===== src/rtl/us_sched_pkg.sv =====
// Shared types and helpers for the ultrasonic ping scheduler.
package us_sched_pkg;

  typedef enum logic [2:0] {
    IDLE,
    TRIG,
    WAIT_RISE,
    MEASURE,
    HOLDOFF
  } state_e;

  localparam int DIST_W_MAX = 32;
  localparam logic [DIST_W_MAX-1:0] TMO_SENTINEL = '1;

  // Bits needed to hold 0..n-1.
  function automatic int cnt_width(input int n);
    return (n <= 2) ? 1 : $clog2(n);
  endfunction

endpackage


===== src/rtl/us_echo_sync.sv =====
// Two-flop synchroniser with rise/fall detection for one echo line.
module us_echo_sync (
  input  logic clk,
  input  logic reset,
  input  logic echo_i,
  output logic rise_o,
  output logic fall_o
);

  logic [2:0] sh_q;

  always_ff @(posedge clk or negedge reset) begin
    if (!reset) begin
      sh_q <= '0;
    end else begin
      sh_q <= {sh_q[1:0], echo_i};
    end
  end

  assign rise_o = sh_q[1] & ~sh_q[2];
  assign fall_o = ~sh_q[1] & sh_q[2];

endmodule


===== src/rtl/us_ping_scheduler.sv =====
// Round-robin trigger/echo sequencer for the pitch and volume rangefinders.
module us_ping_scheduler
  import us_sched_pkg::*;
#(
  parameter int CLK_MHZ    = 100,
  parameter int TRIG_US    = 10,
  parameter int TIMEOUT_US = 30000,
  parameter int HOLDOFF_US = 10000,
  parameter int W          = 16
) (
  input  logic         clk,
  input  logic         reset,
  input  logic         en,
  input  logic [1:0]   mask,
  input  logic [1:0]   echo,
  output logic [1:0]   trig,
  output logic [W-1:0] dist0_us,
  output logic [W-1:0] dist1_us,
  output logic [1:0]   valid,
  output logic [1:0]   tmo,
  output logic         busy,
  output logic         sel
);

  localparam int PW = cnt_width(CLK_MHZ);
  localparam int LMAX =
    (TIMEOUT_US > HOLDOFF_US) ? TIMEOUT_US : HOLDOFF_US;
  localparam int CMAX = (LMAX > TRIG_US) ? LMAX : TRIG_US;
  localparam int CW = cnt_width(CMAX);

  localparam logic [PW-1:0] PRE_LAST  = PW'(CLK_MHZ - 1);
  localparam logic [CW-1:0] TRIG_LAST = CW'(TRIG_US - 1);
  localparam logic [CW-1:0] TMO_LAST  = CW'(TIMEOUT_US - 1);
  localparam logic [CW-1:0] HOLD_LAST = CW'(HOLDOFF_US - 1);
  localparam logic [W-1:0]  DIST_TMO  = TMO_SENTINEL[W-1:0];

  state_e        state_q, state_d;
  logic          sel_q, sel_d;
  logic [PW-1:0] pre_q, pre_d;
  logic [CW-1:0] us_q, us_d;
  logic [W-1:0]  dist0_q, dist0_d;
  logic [W-1:0]  dist1_q, dist1_d;
  logic [1:0]    valid_q, valid_d;
  logic [1:0]    tmo_q, tmo_d;
  logic [1:0]    rise, fall;
  logic          tick, moved, wr;
  logic [W-1:0]  wr_val;

  for (genvar g = 0; g < 2; g++) begin : g_sync
    us_echo_sync u_sync (
      .clk   (clk),
      .reset (reset),
      .echo_i(echo[g]),
      .rise_o(rise[g]),
      .fall_o(fall[g])
    );
  end

  assign tick = (pre_q == PRE_LAST);

  always_comb begin
    state_d = state_q;
    sel_d   = sel_q;
    valid_d = '0;
    tmo_d   = '0;
    wr      = 1'b0;
    wr_val  = DIST_TMO;
    unique case (state_q)
      IDLE: begin
        if (en && mask != 2'b00) begin
          state_d = TRIG;
          sel_d   = ~mask[0];
        end
      end
      TRIG: begin
        if (tick && us_q == TRIG_LAST) begin
          state_d = WAIT_RISE;
        end
      end
      WAIT_RISE: begin
        if (rise[sel_q]) begin
          state_d = MEASURE;
        end else if (tick && us_q == TMO_LAST) begin
          state_d      = HOLDOFF;
          tmo_d[sel_q] = 1'b1;
          wr           = 1'b1;
        end
      end
      MEASURE: begin
        // Timeout wins a tie so a result never reaches TIMEOUT_US.
        if (tick && us_q == TMO_LAST) begin
          state_d      = HOLDOFF;
          tmo_d[sel_q] = 1'b1;
          wr           = 1'b1;
        end else if (fall[sel_q]) begin
          state_d        = HOLDOFF;
          valid_d[sel_q] = 1'b1;
          wr             = 1'b1;
          wr_val         = W'(us_q) + W'(tick);
        end
      end
      HOLDOFF: begin
        if (tick && us_q == HOLD_LAST) begin
          if (!en || mask == 2'b00) begin
            state_d = IDLE;
          end else begin
            state_d = TRIG;
            if (mask[~sel_q]) begin
              sel_d = ~sel_q;
            end
          end
        end
      end
      default: state_d = IDLE;
    endcase
  end

  // Timebase restarts on every state change so states last whole us.
  assign moved   = (state_d != state_q);
  assign pre_d   = (moved || tick) ? '0 : pre_q + PW'(1);
  assign us_d    = moved ? '0 : us_q + CW'(tick);
  assign dist0_d = (wr && !sel_q) ? wr_val : dist0_q;
  assign dist1_d = (wr && sel_q) ? wr_val : dist1_q;

  always_ff @(posedge clk or negedge reset) begin
    if (!reset) begin
      state_q <= IDLE;
      sel_q   <= 1'b0;
      pre_q   <= '0;
      us_q    <= '0;
      dist0_q <= '0;
      dist1_q <= '0;
      valid_q <= '0;
      tmo_q   <= '0;
    end else begin
      state_q <= state_d;
      sel_q   <= sel_d;
      pre_q   <= pre_d;
      us_q    <= us_d;
      dist0_q <= dist0_d;
      dist1_q <= dist1_d;
      valid_q <= valid_d;
      tmo_q   <= tmo_d;
    end
  end

  assign trig = (state_q == TRIG)
              ? (sel_q ? 2'b10 : 2'b01) : 2'b00;
  assign busy     = (state_q != IDLE);
  assign sel      = sel_q;
  assign dist0_us = dist0_q;
  assign dist1_us = dist1_q;
  assign valid    = valid_q;
  assign tmo      = tmo_q;

endmodule


===== config.mk =====
export PLATFORM = sky130hd
export DESIGN_NAME = us_ping_scheduler
export DESIGN_NICKNAME = d
export VERILOG_FILES = /design/src/rtl/us_sched_pkg.sv /design/src/rtl/us_echo_sync.sv /design/src/rtl/us_ping_scheduler.sv
export SDC_FILE = /design/constraint.sdc
export NUM_CORES = 1
export LEC_CHECK = 0
export CAP_MARGIN = 20
export CORE_MARGIN = 2
export CORE_UTILIZATION = 53
export DETAILED_ROUTE_END_ITERATION = 10
export GPL_TIMING_DRIVEN = 0
export PLACE_DENSITY = 0.79
export SLEW_MARGIN = 20
export SYNTH_ARGS = -nofsm -noshare
export SYNTH_HDL_FRONTEND = slang
export SYNTH_SLANG_ARGS = --single-unit

===== constraint.sdc =====
create_clock -name clk -period 3.2 [get_ports clk]
set_clock_uncertainty 0.1 [all_clocks]
set_input_delay 0.8 -clock clk [delete_from_list [all_inputs] [get_ports clk]]
set_output_delay 0.8 -clock clk [all_outputs]
set_load 0.03 [all_outputs]

# Word level (Yosys, flattened, before mapping)
# Index checks and enable logic that the tools add are counted.
# word_totals
latchBits	0
out_inout_bits	40
mem_bits_rw	0
register_bits	68
memories	0
romBits	0
# op_classes
shifts	0
n_eq_ne	13
reduce_logical	17
div	0
add_sub_neg	3
muxes	40
multipliers	0
n_lt_le_gt_ge	3
bitwise_logic	10
# op_table
op	count
16-bit 2-to-1 mux	3
3-bit 2-to-1 mux	7
15-bit by 1-bit adder with 16-bit output	1
1-bit 2-to-1 mux	16
15-bit by 1-bit adder with 15-bit output	1
15-bit by 14-bit equality test with 1-bit output, second input constant	1
15-bit equality test, second input constant	1
15-bit by 4-bit equality test with 1-bit output, second input constant	1
15-bit 2-to-1 mux	1
3-bit one-hot mux with 5 select lines	1
2-bit 2-to-1 mux	7
2-bit != test, second input constant	4
7-bit by 1-bit adder with 7-bit output, second input constant	1
7-bit equality test, second input constant	1
1-bit logical AND	7
7-bit 2-to-1 mux	1
3-bit by 2-bit equality test with 1-bit output, second input constant	2
1-bit inverter	6
5-bit AND reduction	1
1-bit AND	4
1-bit by 2-bit < comparator with 1-bit output, second input constant	2
1-bit one-hot mux with 2 select lines	2
2-bit one-hot mux with 2 select lines	1
2-bit nonzero test	2
10 further kinds	12

# Longest topological paths before layout
# Gate-level depths: netlist of run 1.
# logic_depth
ltp_word	10
ltp_mapped	11

# Hierarchy
# A second synthesis of run 1 with hierarchy kept.
# unflattened
cells_unflattened	269
hier_area_um2	3094.2
# by_module_without_submodules
module	n_inst	cells_each	seq_area_each_um2	area_each_um2
us_ping_scheduler	1	259	1551.5	2914.0
us_echo_sync	2	5	75.1	90.1

# Worst setup path before layout of run 1
# No wires, ideal clock.
# synth_timing
kind	flip-flop to flip-flop
from	register pre_q[0]
to	register dist0_q[14], in the netlist dist0_us[14]
path_slack_ps	736
stages_incl_launch_ff	12
arrival_time_ps	2213
period_less_slack_ps	2464
path_buffers	0
setup_time_ps	151
path_cell_list	dfrtp_1 > ha_1 > and4b_1 > nand2_1 > inv_1 > ha_1 > ha_1 > nand3_1 > nor2_1 > nand3_1 > xor2_1 > a21oi_1
# synth_via
elab_chain_len	6
word_cells_on_any_way	11
# synth_rtl
item	line_no	source
start, declared	us_ping_scheduler.sv:39	logic [PW-1:0] pre_q, pre_d;
start signal, assigned	us_ping_scheduler.sv:138	pre_q <= pre_d;
7-bit equality test (*)	us_ping_scheduler.sv:59	assign tick = (pre_q == PRE_LAST);
branches (longest 5 deep; another with 15-bit by 1-bit adder with 16-bit output)	-	
end signal, assigned	us_ping_scheduler.sv:140	dist0_q <= dist0_d;
end, declared	us_ping_scheduler.sv:41	logic [W-1:0] dist0_q, dist0_d;
# Mark *: on every way between the ends.
# A chain may end at the register's enable or synchronous reset.

# Worst setup path after layout of run 1
# layout_timing
from	register state_q[2]
to	output port trig[1]
# layout_via
elab_chain_len	2
# layout_rtl
item	line_no	source
start, declared	us_ping_scheduler.sv:37	state_e state_q, state_d;
start signal, assigned	us_ping_scheduler.sv:136	state_q <= state_d;
3-bit by 1-bit equality test with 1-bit output	us_ping_scheduler.sv:147	assign trig = (state_q == TRIG)
2-bit 2-to-1 mux	us_ping_scheduler.sv:148	? (sel_q ? 2'b10 : 2'b01) : 2'b00;
end, declared	us_ping_scheduler.sv:16	output logic [1:0] trig,
# Every way passes these cells.

==> results of run 1 <==
==> per-stage QoR <==
step	hold slack, ns	instance area [sq um]
after floorplan	0.231	3040
after global placement	0.234	3590
after detailed placement	0.240	3600
after CTS	0.257	3770
after global routing	0.271	3780
final	0.256	3780
==> per-layer routing <==
metal / vias up / GRT usage (%) / share of wire (%)
li1: 1120 / - / -
met1: 1124 / 28.9 / 44
met3: 12 / 4.86 / 5.4
met4: 0 / 7.76 / 1.6
met2: 70 / 34.8 / 49
met5: - / 0 / 0
==> state kept, by name, summed over array words and instances (netlist names) <==
| register | flops |
|---|---|
| tmo | 2 |
| g_sync.u_sync.sh_q | 6 |
| pre_q | 7 |
| state_q | 3 |
| dist0_us | 16 |
| us_q | 15 |
| valid | 2 |
| sel | 1 |
| dist1_us | 16 |
==> worst min-delay path by stage <==
stage,cells after the start,end,slack (ns),from
floorplan,0,g_sync[0].u_sync.sh_q[1],0.23,g_sync[0].u_sync.sh_q[0]
detailed placement,0,g_sync[0].u_sync.sh_q[1],0.24,g_sync[0].u_sync.sh_q[0]
CTS,0,g_sync[0].u_sync.sh_q[1],0.26,g_sync[0].u_sync.sh_q[0]
finish,1,dist1_us[7],0.26,reset
global placement,0,g_sync[1].u_sync.sh_q[1],0.23,g_sync[1].u_sync.sh_q[0]
global route,0,g_sync[0].u_sync.sh_q[1],0.27,g_sync[0].u_sync.sh_q[0]
==> area by class of cell <==
cell class	instances	area (sq um)
plain buffers	9	70.1
clock buffers	13	159
clock inverters	2	10.0
fillers	436	1730
inverters	4	15.0
multi-input cells	207	1250
flip-flops and latches	68	1700
well taps	72	90.1
repair buffers	47	477
==> synthesized netlist by cell type, types with 2 or more instances <==
master / number
a21oi_1: 17
a31oi_1: 19
and3_1: 2
and4b_1: 2
buf_2: 2
buf_4: 4
clkbuf_1: 2
dfrtp_1: 68
ha_1: 3
inv_1: 4
mux2_2: 2
nand2_1: 16
nand3_1: 8
nand3b_1: 2
nand4_1: 4
nand4b_1: 2
nor2_1: 60
nor2_2: 8
nor2_4: 2
nor2b_1: 2
nor3_1: 7
nor3_2: 3
nor3b_1: 3
o21ai_0: 7
or3_1: 3
xnor2_1: 6
xor2_1: 12
==> where the power goes <==
part,switching [W],internal (W),leakage (nW)
clock network,0.000303,0.000318,0.0893
registers,0.00000235,0.000864,0.916
logic,0.0000288,0.0000162,0.705
==> critical path, cell delays in order (launching register included) <==
cell and delay [ns]:
dfrtp_1 0.36, buf_2 0.17, or3b_2 0.51, nor2_1 0.11, clkdlybuf4s50_1 0.68
==> cells by family (layout without fill, tap and decap cells) <==
group | Yosys count | after routing | synth area share, %
buffers and inverters | 14 | 75 | 2.93
multiplexers | 3 | 3 | 1.07
XOR/XNOR | 18 | 18 | 5.19
AND/OR/NAND/NOR | 133 | 133 | 22.6
adder cells (fa/ha/maj) | 3 | 3 | 1.24
AO/OA/AOI/OAI | 50 | 50 | 10.9
flip-flops | 68 | 68 | 56.0
==> repair_timing <==
item	CTS	global route
endpoints found under the hold margin	0	0
resized for setup	1	1
buffers inserted	0	0
pin swaps	0	0
endpoints found under the setup margin	1	3
==> metrics.md, run 1 <==
| Metric | Value |
|---|---|
| Status | finished, final reports clean |
| Clock Latency Late Sink | ~0.34 ns |
| Routed WL | between 6000 and 7000 microns |
| Commonest cells after routing, fill and taps aside | dfrtp_1 (68), nor2_1 (60), clkdlybuf4s50_1 (44) |
| Setup violators final | 0 |
| Critical path startpoint category | flop |
| Type of the worst min-delay path | in -> async |
| Antenna violations before repair | 0 |
| Dominant cells by area after synthesis | dfrtp_1 (56%), nor2_1 (7.4%), a31oi_1 (3.9%) |
| Seq/Total Area, Yosys | around 56% |
| Final HPWL DP | approximately 4600 microns |
| Reg2Reg Capture Point | dist0_us[14] |
| Placed Cells | between 400 and 500 |
| Crit Path Class | reg -> out |
| Synthesized cell area | around 3000 sq um |
| TritonCTS clock tree | built |
| Slew Viols, Final | 0 |
| Cells on worst reg2reg path | 11 |
| Max clock buf depth | 2 |
| Slew HR | 41.2% |
| H-tree depth | 3 |
| Core Rows | 27 |
| Critical Path Source | state_q[2] |
| Ys flop type | dfrtp_1 |
| Post-synthesis register bit count | slightly below 70 |
| Min Tclk post-route | a little over 3 ns |
| Layout cells sized above 1 | 12.9% |
| Total iterations of the first detailed-routing run | 4 |
| NumNets Final | 356 |
| Worst slack, placed | 0.262 ns |
| Vias post-DR | 2326 |
| N_diodes | 0 |
| Power Total | between 0.0015 and 0.002 W |
| Via count of the first global-routing pass | between 2000 and 2500 |
| CTS sink count | a little under 70 |
| EDFF count, synth | 0 |
| FFs w/ async S/R, synth | 100% |
| Total global-route track usage | a little over a fifth |
| Non-filler cells in the finished layout | around 420 |
| DRC violations left | 0 |
| Util after Layout | between 60% and 70% |
| First-pass GRT wire length | about 10000 microns |
| MaxCap Viol Count | 0 |
| Final setup margin | around 0.13 ns |
| Hold Vio Cnt, Final | 0 |
| Mapped Cells | 289 |
| DR WL/cell | ~15 microns |
| Area grow syn2layout | 24.4% |
| IO Pins | 47 |
| Setup TNS after final layout | 0 ns |
| Crit path DAT | around 2.2 ns |
| Worst-Margin Slew | between 0.8 and 0.9 ns |
| Yosys warning count | 0 |
| Maximum clock rate | about 0.33 GHz |
| Clock transition at path regs | 0.07 ns |
| Die width | around 80 microns |
| Die Footprint | ~6400 sq um |
| Total CTS buffers | 9 |
| RSZ-0062 raised after global routing | no |
| Reg-to-reg slack, setup | between 0.3 and 0.4 ns |
| Syn_area_per_cell | 10.5 sq um |
| Static leakage power | 1.71 nW |
| Vias per std cell | about 5.5 |
| Crit. End Element | output port |
| Core ar. | 5510 sq um |
| Synth cell types | 46 |
| Port bufs | 46 |
| Max FO, Critical Path | 10 |
| Synth area leader | dfrtp_1 |
| Crit share post-route | ~96% |
| Critical Path End | trig[1] |
| Proportion of netlist area held by the largest area contributor | between 50% and 60% |
| Largest net degree at the start of global routing | 43 |
| Die Y | between 70 and 80 microns |
| Root buffer cell | clkbuf_8 |
| Hold Buf Count CTS | 0 |
| Starting density of the core | approximately 55% |
| Critical Path RT | between 2 and 2.5 ns |
| DRT iter0 DRCs | about 200 |
| Routability Congestion | 0.857 |
| PwrDens | 406 nW/um^2 |
| Antenna Nets Post-Route | 0 |
| Grt ovf | 0 |
| Max IR drop VDD | roughly 0.00025 V |
| Most common cell after layout, fill and taps aside | dfrtp_1 |
| Reg2reg start | pre_q[0] |
| Net Count, Synth | about 300 |
Note: power is estimated with default switching activity, not from simulation.
==> run 2, diff against run 1 <==
Settings changed: PLACE_DENSITY 0.79 to default, PLACE_DENSITY_LB_ADDON from default to 0.25.
==> metrics.md, run 2 (synthesis gave the netlist of run 1 again) <==
| Metric | Value |
|---|---|
| Status | finished, final reports clean (unchanged) |
| Type of the worst min-delay path | reg -> reg (was in -> async) |
| Critical path startpoint category | flop (unchanged) |
| Total global-route track usage | 21.9% (was 21.6%) |
| MaxCap Viol Count | 0 (unchanged) |
| Slew Viols, Final | 0 (unchanged) |
| Layout cells sized above 1 | 12.6% (was 12.9%) |
| Worst slack, placed | 0.315 ns (was 0.262 ns) |
| Power Total | 0.00164 W (was 0.00153 W) |
| Largest net degree at the start of global routing | 40 (was 43) |
| RSZ-0062 raised after global routing | no (unchanged) |
| Final HPWL DP | 4420 microns (was 4570 microns) |
| Min Tclk post-route | 3.06 ns (was 3.07 ns) |
| Total iterations of the first detailed-routing run | 4 (unchanged) |
| Non-filler cells in the finished layout | 422 (unchanged) |
| Vias post-DR | 2334 (was 2326) |
| Grt ovf | 0 (unchanged) |
| CTS sink count | 68 (unchanged) |
| Crit share post-route | 95.7% (was 96.0%) |
| DRC violations left | 0 (unchanged) |
| Clock Latency Late Sink | 0.34 ns (about the same) |
| Hold Buf Count CTS | 0 (unchanged) |
| Critical Path RT | 2.30 ns (about the same) |
| Hold Vio Cnt, Final | 0 (unchanged) |
| Max clock buf depth | 2 (unchanged) |
| Static leakage power | 1.74 nW (was 1.71 nW) |
| First-pass GRT wire length | 10500 microns (was 10400 microns) |
| Starting density of the core | 55.1% (unchanged) |
| Crit Path Class | reg -> out (unchanged) |
| Max FO, Critical Path | 10 (unchanged) |
| Crit path DAT | 2.16 ns (was 2.17 ns) |
| Die width | 79.7 microns (unchanged) |
| Core Rows | 27 (unchanged) |
| Crit. End Element | output port (unchanged) |
| Antenna Nets Post-Route | 0 (unchanged) |
| Maximum clock rate | 0.327 GHz (was 0.325 GHz) |
| N_diodes | 0 (unchanged) |
| Area grow syn2layout | 25.3% (was 24.4%) |
| Via count of the first global-routing pass | 2187 (was 2198) |
| Routed WL | 6270 microns (was 6320 microns) |
| Clock transition at path regs | 0.07 ns (about the same) |
| DR WL/cell | 14.9 microns (was 15.0 microns) |
| Max IR drop VDD | 0.000257 V (was 0.000246 V) |
| Filler Cells Inserted | 423 (was 436) |
| PwrDens | 430 nW/um^2 (was 406 nW/um^2) |
| Worst-Margin Slew | 0.859 ns (was 0.881 ns) |
| Placed Cells | 408 (unchanged) |
| IO Pins | 47 (unchanged) |
| Final setup margin | 0.138 ns (was 0.127 ns) |
| Root buffer cell | clkbuf_8 (unchanged) |
| NumNets Final | 356 (unchanged) |
| Commonest cells after routing, fill and taps aside | dfrtp_1 (68), nor2_1 (60), clkdlybuf4s50_1 (44) (unchanged) |
| Total CTS buffers | 9 (unchanged) |
| Setup violators final | 0 (unchanged) |
| Slew HR | 42.6% (was 41.2%) |
| DRT iter0 DRCs | 190 (was 195) |
| Antenna violations before repair | 0 (unchanged) |
| Port bufs | 46 (unchanged) |
| Die Y | 79.7 microns (unchanged) |
| Vias per std cell | 5.53 (was 5.51) |
| Most common cell after layout, fill and taps aside | dfrtp_1 (unchanged) |
| TritonCTS clock tree | built (unchanged) |
| Core ar. | 5510 sq um (unchanged) |
| Routability Congestion | 0.843 (was 0.857) |
| H-tree depth | 3 (unchanged) |
| Die Footprint | 6350 sq um (unchanged) |
[run 2: per-stage QoR]
| stage | cell area [sq um] | setup TNS (ns) | utilization, % | hold WS (ns) |
|---|---|---|---|---|
| global route | 3810 | 0 | 69.1 | 0.251 |
| global placement | 3590 | -63.36 | 65.1 | 0.233 |
| CTS | 3810 | 0 | 69.1 | 0.253 |
| finish | 3810 | 0 | 69.1 | 0.253 |
| floorplan | 3040 | 0 | - | 0.231 |
| detailed placement | 3600 | 0 | 65.5 | 0.239 |
[run 2: final timing paths]
| path | slack [ns] | cells after the start | from | end |
|---|---|---|---|---|
| worst min-delay path | 0.25 | 0 | g_sync[1].u_sync.sh_q[0] | g_sync[1].u_sync.sh_q[1] |
| worst min register to register | 0.25 | 0 | g_sync[1].u_sync.sh_q[0] | g_sync[1].u_sync.sh_q[1] |
| max in group asynchronous | 2.20 | 2 | reset | us_q[9] |
| worst max register to register | 0.31 | 11 | pre_q[0] | dist0_us[14] |
| min in group asynchronous | 0.27 | 1 | reset | dist1_us[4] |
| worst max-delay path | 0.14 | 4 | state_q[2] | trig[0] |
[run 2: critical path: stages (launching register included)]
cell             delay [ns]
dfrtp_1                0.36
buf_2                  0.17
or3b_2                 0.51
nor2_1                 0.11
clkdlybuf4s50_1        0.67
[run 2: routing by layer]
| metal | GRT usage (%) | share of wire (%) |
|---|---|---|
| met3 | 4.07 | 4.5 |
| met1 | 30.9 | 45 |
| met4 | 10.9 | 1.8 |
| met5 | 0 | 0 |
| met2 | 32.7 | 49 |
[run 2: area by class of cell]
cell class	instances	area (sq um)	share of cell area, %
sequential	68	1700	44.7
multi-input combinational	207	1250	32.7
timing repair buffer	47	480	12.6
clock buffer	14	173	4.54
tap	72	90.1	2.37
buffer	9	70.1	1.84
clock inverter	1	30.0	0.789
inverter	4	15.0	0.394
[run 2: power breakdown]
part           switching [W]  internal (W)
Clock               0.000304      0.000421
Combinational      0.0000299     0.0000165
Sequential        0.00000226      0.000864
[run 2: repair_timing]
item	in CTS	in global routing
setup endpoints to repair	0	2
gates resized for setup	0	1
buffers inserted	0	0
==> run 3, diff against run 2 <==
Settings changed: CORE_UTILIZATION 53 to 57.
Clock period 3.2 ns to 3.55 ns, I/O delays scaled along.
==> metrics.md, run 3 (synthesis gave the netlist of run 1 again) <==
| Metric | Value |
|---|---|
| Routed WL | 6670 microns (was 6270 microns) |
| Sequential cell area | 1700 sq um (unchanged) |
| Switch Pwr | 0.000304 W (was 0.000336 W) |
| Maximum clock rate | around 0.3 GHz |
| Port bufs | 46 (unchanged) |
| MaxCap Viol Count | 0 (unchanged) |
| Routability Congestion | 0.875 (was 0.843) |
| Min Tclk post-route | around 3.3 ns |
| Max FO, Critical Path | 9 (was 10) |
| Largest net degree at the start of global routing | 39 (was 40) |
| First-pass GRT wire length | 11100 microns (was 10500 microns) |
| Seq pwr share | 53.8% (was 52.9%) |
| RSZ-0062 raised after global routing | no (unchanged) |
| Area grow syn2layout | 24.9% (was 25.3%) |
| Setup TNS after final layout | 0 ns (unchanged) |
| Commonest cells after routing, fill and taps aside | dfrtp_1 (68), nor2_1 (60), clkdlybuf4s50_1 (45) (was dfrtp_1 (68), nor2_1 (60), clkdlybuf4s50_1 (44)) |
| Final setup margin | 0.214 ns (was 0.138 ns) |
| Die Y | 77.0 microns (was 79.7 microns) |
| Total iterations of the first detailed-routing run | 4 (unchanged) |
| Core ar. | 5140 sq um (was 5510 sq um) |
| Post-CTS Setup Repair Bufs | 0 (unchanged) |
| DP Area | 3600 sq um (about the same) |
| Most common cell after layout, fill and taps aside | dfrtp_1 (unchanged) |
| Status | finished, final reports clean (unchanged) |
| TritonCTS clock tree | built (unchanged) |
| Crit. End Element | output port (unchanged) |
| Setup violators final | 0 (unchanged) |
| Critical Path RT | 2.56 ns (was 2.30 ns) |
| Hold Buf Count CTS | 0 (unchanged) |
| Slew HR | 41.0% (was 42.6%) |
| H-tree depth | 3 (unchanged) |
| Clock power frac | 43.4% (was 44.3%) |
| Via count of the first global-routing pass | 2255 (was 2187) |
| Crit share post-route | roughly 94% |
| Starting density of the core | 59.1% (was 55.1%) |
| DR WL/cell | 15.9 microns (was 14.9 microns) |
| Power Total | 0.00145 W (was 0.00164 W) |
| Core Rows | 26 (was 27) |
| Layout cells sized above 1 | 12.6% (unchanged) |
| DRC violations left | 0 (unchanged) |
| Grt ovf | 0 (unchanged) |
| Critical path startpoint category | flop (unchanged) |
| Antenna Nets Post-Route | 0 (unchanged) |
| Design Area, Final | 3790 sq um (was 3810 sq um) |
| N_diodes | 0 (unchanged) |
| Hold Vio Cnt, Final | 0 (unchanged) |
| Die width | 77.0 microns (was 79.7 microns) |
| Worst-Margin Slew | 0.883 ns (was 0.859 ns) |
| CTS resizes | 0 (unchanged) |
| Total global-route track usage | 24.3% (was 21.9%) |
| Sw frac | 21.0% (was 20.5%) |
| IO Pins | 47 (unchanged) |
| Clock transition at path regs | 0.07 ns (about the same) |
| NumNets Final | 357 (was 356) |
| Max clock buf depth | 2 (unchanged) |
| PwrDens | 383 nW/um^2 (was 430 nW/um^2) |
| Total CTS buffers | 9 (unchanged) |
| Clock Latency Late Sink | 0.34 ns (about the same) |
| Die Footprint | 5930 sq um (was 6350 sq um) |
| Vias per std cell | 5.65 (was 5.53) |
| Worst slack, placed | 0.594 ns (was 0.315 ns) |
| Filler Cells Inserted | 394 (was 423) |
| Crit Path Class | reg -> out (unchanged) |
| Crit path DAT | 2.35 ns (was 2.16 ns) |
| Util after Layout | 73.8% (was 69.1%) |
| Gate power share | 2.8% (about the same) |
| Type of the worst min-delay path | reg -> reg (unchanged) |
| Root buffer cell | clkbuf_8 (unchanged) |
| Static leakage power | 1.72 nW (was 1.74 nW) |
| Internal power | 0.00115 W (was 0.00130 W) |
| Max IR drop VDD | 0.000365 V (was 0.000257 V) |
| Vias post-DR | 2372 (was 2334) |
| Antenna violations before repair | 0 (unchanged) |
| Multi-input logic area | 1250 sq um (unchanged) |
| DRT iter0 DRCs | 246 (was 190) |
| Slew Viols, Final | 0 (unchanged) |
| CTS sink count | 68 (unchanged) |
| Final HPWL DP | 4600 microns (was 4420 microns) |
==> run 3: final cells by class <==
type	instances	area share [%]
inverter	4	0.396
tap	70	2.31
sequential	68	44.9
buffer	10	1.95
clock buffer	12	4.09
clock inverter	2	0.924
multi-input combinational	207	32.9
timing repair buffer	47	12.6
==> run 3: worst paths after layout <==
path / to / cells past startpoint / startpoint / slack, ns
min in group asynchronous: dist1_us[4] / 1 / reset / 0.36
hold reg to reg: g_sync[0].u_sync.sh_q[1] / 0 / g_sync[0].u_sync.sh_q[0] / 0.26
setup reg to reg: dist0_us[14] / 11 / pre_q[0] / 0.56
setup / recovery: trig[1] / 4 / state_q[0] / 0.21
max in group asynchronous: dist1_us[10] / 2 / reset / 2.47
hold / removal: g_sync[0].u_sync.sh_q[1] / 0 / g_sync[0].u_sync.sh_q[0] / 0.26
==> run 3: routing by layer <==
metal  global-route usage (%)  share of wire (%)  up-vias
met5                        0                  0        -
met4                     7.86                1.3        0
met3                     6.59                5.8        8
met2                     37.5                 50       79
met1                     33.8                 43     1169
li1                         -                  -     1116
==> run 3: worst max-delay path, cell delays in order (launching register included) <==
cell,delay (ns)
dfrtp_1,0.32
clkbuf_1,0.31
or3b_2,0.54
nor2_1,0.14
clkdlybuf4s50_1,0.69
==> run 3: power by group through the flow <==
stage / Clock [W] / Combinational, W / Sequential, W
final: 0.000630 / 0.0000412 / 0.000781
after detailed placement: 0 / 0.0000420 / 0.000795
after global placement: 0 / 0.0000395 / 0.000795
after CTS: 0.000636 / 0.0000423 / 0.000781
after floorplan: 0 / 0.0000117 / 0.000796
after global routing: 0.000682 / 0.0000466 / 0.000780
==> run 3: stage by stage <==
step | instances | hold WS (ns)
2_1_floorplan | 289 | 0.231
3_3_place_gp | 405 | 0.233
3_5_place_dp | 406 | 0.245
4_1_cts | 420 | 0.260
5_1_grt | 420 | 0.273
6_report | 420 | 0.259
